[config.mk]
export PLATFORM = sky130hd
export DESIGN_NAME = dbo_wr_drv_flat
export DESIGN_NICKNAME = d
export VERILOG_FILES = /design/src/rtl/dbo_wr_if.sv /design/src/rtl/dbo_wr_drv.sv /design/src/flat_wrapper.sv
export SDC_FILE = /design/constraint.sdc
export NUM_CORES = 1
export LEC_CHECK = 0
export BUFFER_PORTS_ARGS = -buffer_cell sky130_fd_sc_hd__buf_2
export CAP_MARGIN = 10
export CORE_MARGIN = 4
export CORE_UTILIZATION = 50
export CTS_CLUSTER_DIAMETER = 80
export CTS_CLUSTER_SIZE = 40
export DETAILED_ROUTE_END_ITERATION = 16
export PLACE_DENSITY = 0.83
export SYNTH_ARGS = -nofsm -noshare
export SYNTH_HDL_FRONTEND = slang
export SYNTH_SLANG_ARGS = --single-unit
[constraint.sdc]
create_clock -name clk -period 2.2 [get_ports clk]
set_input_delay 0.22 -clock clk [delete_from_list [all_inputs] [get_ports clk]]
set_output_delay 0.22 -clock clk [all_outputs]
set_load 0.05 [all_outputs]
[src/rtl/dbo_wr_if.sv]
// Bus bundle between a write requester / external bus model and the dbo_wr_drv write driver.
interface dbo_wr_if #(
    parameter int unsigned DW = 8
);
    logic          wr_req;
    logic [DW-1:0] wr_di;
    logic          rdy;
    logic          wr_ack;
    logic          err;
    logic          busy;
    logic [DW-1:0] db_o;
    logic          db_oe;
    logic          rw_n;

    modport master (
        output wr_req, wr_di, rdy,
        input  wr_ack, err, busy, db_o, db_oe, rw_n
    );

    modport slave (
        input  wr_req, wr_di, rdy,
        output wr_ack, err, busy, db_o, db_oe, rw_n
    );
endinterface

[src/rtl/dbo_wr_drv.sv]
// m6502 data-bus write driver: SETUP -> DRIVE (rdy-stallable) -> HOLD sequencing of rw_n/db_oe.
// Optional watchdog abort on a stuck rdy is enabled by defining DBO_WDOG_EN.
module dbo_wr_drv #(
    parameter int unsigned DW       = 8,
    parameter int unsigned HOLD_CYC = 1,
    parameter int unsigned TIMEOUT  = 255
) (
    input  logic     clk,
    input  logic     res_n,
    dbo_wr_if.slave  bus
);
    localparam int unsigned HCW = 4;
    localparam int unsigned WDW = 8;

    typedef enum logic [1:0] {
        S_IDLE,
        S_SETUP,
        S_DRIVE,
        S_HOLD
    } state_t;

    if (HOLD_CYC > 15) begin : g_bad_hold
        $error("dbo_wr_drv: HOLD_CYC must be 0..15");
    end
    if (TIMEOUT < 1 || TIMEOUT > 255) begin : g_bad_timeout
        $error("dbo_wr_drv: TIMEOUT must be 1..255");
    end

    state_t         state_q, state_d;
    logic [DW-1:0]  db_o_q, db_o_d;
    logic [HCW-1:0] hcnt_q, hcnt_d;
    logic           db_oe_q, db_oe_d;
    logic           rw_n_q, rw_n_d;
    logic           busy_q, busy_d;
    logic           wr_ack_q, wr_ack_d;
    logic           err_q, err_d;
`ifdef DBO_WDOG_EN
    logic [WDW-1:0] wd_q, wd_d;
`endif

    // State and registered outputs
    always_ff @(posedge clk or negedge res_n) begin
        if (!res_n) begin
            state_q  <= S_IDLE;
            db_o_q   <= '0;
            hcnt_q   <= '0;
            db_oe_q  <= 1'b0;
            rw_n_q   <= 1'b1;
            busy_q   <= 1'b0;
            wr_ack_q <= 1'b0;
            err_q    <= 1'b0;
`ifdef DBO_WDOG_EN
            wd_q     <= '0;
`endif
        end else begin
            state_q  <= state_d;
            db_o_q   <= db_o_d;
            hcnt_q   <= hcnt_d;
            db_oe_q  <= db_oe_d;
            rw_n_q   <= rw_n_d;
            busy_q   <= busy_d;
            wr_ack_q <= wr_ack_d;
            err_q    <= err_d;
`ifdef DBO_WDOG_EN
            wd_q     <= wd_d;
`endif
        end
    end

    // Next state; bus controls are decoded from the next state so they register cleanly
    always_comb begin
        state_d  = state_q;
        db_o_d   = db_o_q;
        hcnt_d   = hcnt_q;
        wr_ack_d = 1'b0;
        err_d    = 1'b0;
`ifdef DBO_WDOG_EN
        wd_d     = wd_q;
`endif
        case (state_q)
            S_IDLE: begin
                if (bus.wr_req) begin
                    db_o_d  = bus.wr_di;
                    state_d = S_SETUP;
                end
            end
            S_SETUP: begin
                state_d = S_DRIVE;
`ifdef DBO_WDOG_EN
                wd_d    = '0;
`endif
            end
            S_DRIVE: begin
                if (bus.rdy) begin
                    wr_ack_d = 1'b1;
                    if (HOLD_CYC == 0) begin
                        state_d = S_IDLE;
                    end else begin
                        state_d = S_HOLD;
                        hcnt_d  = HCW'(HOLD_CYC);
                    end
                end
`ifdef DBO_WDOG_EN
                else begin
                    wd_d = wd_q + WDW'(1);
                    if (wd_d == WDW'(TIMEOUT)) begin
                        err_d   = 1'b1;
                        state_d = S_IDLE;
                    end
                end
`endif
            end
            S_HOLD: begin
                hcnt_d = hcnt_q - HCW'(1);
                if (hcnt_q <= HCW'(1)) begin
                    state_d = S_IDLE;
                end
            end
            default: state_d = S_IDLE;
        endcase

        busy_d  = (state_d != S_IDLE);
        rw_n_d  = !((state_d == S_SETUP) || (state_d == S_DRIVE));
        db_oe_d = (state_d == S_DRIVE) || (state_d == S_HOLD);
    end

    assign bus.db_o   = db_o_q;
    assign bus.db_oe  = db_oe_q;
    assign bus.rw_n   = rw_n_q;
    assign bus.busy   = busy_q;
    assign bus.wr_ack = wr_ack_q;
    assign bus.err    = err_q;

endmodule

[src/flat_wrapper.sv]
// flat-port wrapper written by rule: the top's interface ports become plain ports
module dbo_wr_drv_flat 
#(
    parameter int unsigned DW       = 8,
    parameter int unsigned HOLD_CYC = 1,
    parameter int unsigned TIMEOUT  = 255
)
  (clk, res_n, bus_wr_req, bus_wr_di, bus_rdy, bus_wr_ack, bus_err, bus_busy, bus_db_o, bus_db_oe, bus_rw_n);
  dbo_wr_if #(.DW(DW)) bus_i ();
  input  logic clk;
  input  logic res_n;
  input wire logic [$bits(bus_i.wr_req)-1:0] bus_wr_req;
  input wire logic [$bits(bus_i.wr_di)-1:0] bus_wr_di;
  input wire logic [$bits(bus_i.rdy)-1:0] bus_rdy;
  output wire logic [$bits(bus_i.wr_ack)-1:0] bus_wr_ack;
  output wire logic [$bits(bus_i.err)-1:0] bus_err;
  output wire logic [$bits(bus_i.busy)-1:0] bus_busy;
  output wire logic [$bits(bus_i.db_o)-1:0] bus_db_o;
  output wire logic [$bits(bus_i.db_oe)-1:0] bus_db_oe;
  output wire logic [$bits(bus_i.rw_n)-1:0] bus_rw_n;
  assign bus_i.wr_req = bus_wr_req;
  assign bus_i.wr_di = bus_wr_di;
  assign bus_i.rdy = bus_rdy;
  assign bus_wr_ack = bus_i.wr_ack;
  assign bus_err = bus_i.err;
  assign bus_busy = bus_i.busy;
  assign bus_db_o = bus_i.db_o;
  assign bus_db_oe = bus_i.db_oe;
  assign bus_rw_n = bus_i.rw_n;
  dbo_wr_drv #(.DW(DW), .HOLD_CYC(HOLD_CYC), .TIMEOUT(TIMEOUT)) u_core (.clk(clk), .res_n(res_n), .bus(bus_i));
endmodule
==> results.sh <==
export IMPL_dpl_hpwl_um=1090
export IMPL_grt_pass1_wl_um=2210
export IMPL_drive_above_1_share_pct=45.7
export IMPL_std_cell_rows=13
export IMPL_rsz0062_at_grt="no"
export IMPL_async_flop_share_pct=100
export IMPL_gp_congestion=0.737
export IMPL_synth_seq_cells=17
export IMPL_worst_pin_slew_ns=0.554
export IMPL_maxCapViolCount=0
export IMPL_synth_mux_area_fraction_pct=17.2
export IMPL_synth_fp_nets=71
export IMPL_synth_top_family_by_area="multiplexers"
export IMPL_cts_root_buf="clkbuf_4"
export IMPL_power_leakage_nw=0.443
export IMPL_post_cts_resized=0
export IMPL_synth_compound_area_share_pct=7.62
export IMPL_start_util_pct=55.3
export IMPL_p_seq_share_pct=36.7
export IMPL_die_area_um2=2200
export IMPL_netlist_top_cells_count="16 x dfrtp_1, 8 x mux2_4, 5 x nand2_1, 3 x buf_4"
export IMPL_viasPerCell=5.39
export IMPL_fmax_ghz=0.673
export IMPL_antenna_found_initial=0
export IMPL_ys_seq_area_share_pct=56.5
export IMPL_cp_end_kind="register"
export IMPL_ys_top_cells_by_area="dfrtp_1 53%, mux2_4 16%, dfstp_2 3.5%"
export IMPL_clkPwrFrac_pct=10.3
export IMPL_cts_max_level=1
export IMPL_path_cells="inv_1 -> ha_1 -> nor2_1 -> nor4b_1 -> a21oi_1"
export IMPL_p_sw_share_pct=48.4
export IMPL_nets=96
export IMPL_cp_max_fo=5
export IMPL_yosysMostFrequentCell="dfrtp_1"
export IMPL_synth_edf_count=0
export IMPL_die_w_um=46.9
export IMPL_ir_drop_mv=1.02
export IMPL_track_usage_pct=14.7
export IMPL_synth_xor_area_share_pct=0
export IMPL_clkLatencyLatePin_ns=0.28
export IMPL_cts_inserted_buffers=3
export IMPL_core_area_um2=1370
export IMPL_syn_to_final_growth_pct=18.0
export IMPL_synth_top_cell_area_share_pct=53.0
export IMPL_synthesis_area_um2=756
export IMPL_wire_per_inst_um=15.1
export IMPL_critical_path_max_stage_delay_ns=0.48
export IMPL_num_vias=517
export IMPL_yosysUniqueCellTypes=25
export IMPL_io_pins=25
export IMPL_drc=0
export IMPL_grt_pass1_vias=513
export IMPL_crit_required_ns=2.35
export IMPL_grt_max_degree=18
export IMPL_slowest_stage="nor4b_1"
export IMPL_path_class="register to register"
export IMPL_syn_avg_cell_area_um2=13.3
export IMPL_hold_viol=0
export IMPL_synth_warnings=0
export IMPL_fp_dieH_um=46.9
export IMPL_first_iter_violations=15
export IMPL_cts_tree="built"
export IMPL_fin_crit_ns=1.49
export IMPL_post_cts_repair_setup_buffers=0
export IMPL_finClkSkew_ns=0.00358
export IMPL_io_buffer_count=23
export IMPL_p_sw_mw=0.765
export IMPL_pwr_share_comb_pct=53.1
export IMPL_fin_tns_setup_ns=0
export IMPL_status="finished clean"
export IMPL_drt_total_wl_um=1450
export IMPL_synth_simple_area_share_pct=9.44
export IMPL_synth_top_area_cell="dfrtp_1"
export IMPL_clk_pin_slew_worst_paths_ns=0.09
export IMPL_final_util_pct=65.3
export IMPL_diodes=0
export IMPL_critPathBufInv=1
export IMPL_critPathLaunchType="register"
export IMPL_hold_path_class="input port to register"
export IMPL_finalMaxSlewViolations=0
export IMPL_setup_viol=0
export IMPL_clock_path_buffers=2
export IMPL_period_share_pct=67.5
export IMPL_synthAdderAreaFrac_pct=3.31
export IMPL_gr_total_overflow=0
export IMPL_slew_headroom_pct=62.6
export IMPL_p_per_area_nw_per_um2=1770
export IMPL_worstPathArrival_ns=1.64
export IMPL_cts_sinks=17
export IMPL_synthFlopType="dfrtp_1"
export IMPL_internal_power_mw=0.816
export IMPL_path_delay_family="simple AND/OR/NAND/NOR gates"
export IMPL_syn_instance_count=57
export IMPL_ant_nets=0
export IMPL_nFillCells=123
export IMPL_dr_pass1_iters=4
[metal layers]
metal | wire length (µm) | part of all wire [%] | track usage (%)
met5 | 0 | 0 | 0
met4 | 6 | 0.41 | 4.97
met3 | 99 | 6.8 | 4.60
met2 | 795 | 55 | 25.2
met1 | 552 | 38 | 17.3
[power groups by stage]
stage               registers, mW  logic [mW]  clock network (mW)
floorplan                   0.900       0.355                   0
global placement            0.574       0.815                   0
detailed placement          0.587       0.841                   0
CTS                         0.580       0.847               0.168
global route                0.599       0.893               0.180
finish                      0.580       0.839               0.162
[state kept, by name (all words and copies together), names as in the netlist]
signal and flops:
u_core.bus.db_o 8, u_core.hcnt_q 4, u_core.bus.busy 1, u_core.bus.db_oe 1, u_core.bus.rw_n 1, u_core.bus.wr_ack 1, u_core.state_q 1
[cell families (layout without fill, tap and decap cells)]
logic type / count (synthesis) / in the layout
compound gates: 9 / 9
fa+ha+maj: 2 / 2
simple gates: 13 / 13
other cells: 1 / 1
flops: 17 / 17
buf+inv: 6 / 30
mux: 9 / 9
[worst paths after layout]
kind / to / startpoint / slack (ns) / cells after the start
worst min register to register: u_core.bus.db_o[4] / u_core.bus.db_o[4] / 0.52 / 1
min in group asynchronous: u_core.bus.busy / res_n / 0.38 / 2
worst min-delay path: u_core.bus.rw_n / bus_wr_req / 0.12 / 2
worst max-delay path: u_core.bus.db_oe / u_core.hcnt_q[0] / 0.71 / 5
max in group asynchronous: u_core.bus.rw_n / res_n / 1.52 / 2
worst max register to register: u_core.bus.db_oe / u_core.hcnt_q[0] / 0.71 / 5
[what timing repair did]
action,CTS,global route
hold buffers,1,0
endpoints found under the setup margin,0,0
hold endpoints to repair,16,0
[final cells by class]
type | count | area (µm²) | share of cell area, %
Sequential cell | 17 | 427 | 47.8
Multi-Input combinational cell | 34 | 288 | 32.3
Timing Repair Buffer | 24 | 125 | 14.0
Clock buffer | 4 | 26.3 | 2.95
Tap cell | 15 | 18.8 | 2.10
Inverter | 2 | 7.51 | 0.842
[placed cells by master, fill, tap and decap left out, types with 2 or more instances in the layout]
cell      count
buf_2        23
dfrtp_1      16
mux2_4        8
nand2_1       5
clkbuf_4      3
inv_1         2
a21oi_1       2
o21ai_0       2
ha_1          2
[worst reg2reg max path: cells and delay by family (launching register included)]
family                     cells  cell delay, ns
AOI/OAI and AO/OA              1            0.15
adders and majority gates      1            0.18
buffers and inverters          1            0.07
DFF                            1            0.42
and+or+nand+nor                2            0.53
[through the flow]
| stage | setup WS [ns] | total power, mW | cells | hold slack (ns) | instance area, µm² |
|---|---|---|---|---|---|
| 3_3_place_gp | 0.824 | 1.39 | 91 | 0.151 | 856 |
| 3_5_place_dp | 0.746 | 1.43 | 91 | 0.152 | 856 |
| 6_report | 0.715 | 1.58 | 96 | 0.123 | 892 |
| 5_1_grt | 0.626 | 1.67 | 96 | 0.124 | 892 |
| 4_1_cts | 0.722 | 1.60 | 96 | 0.113 | 892 |
| 2_1_floorplan | 0.608 | 1.26 | 57 | -0.0756 | 756 |
Power figures use the tool's default switching activity.
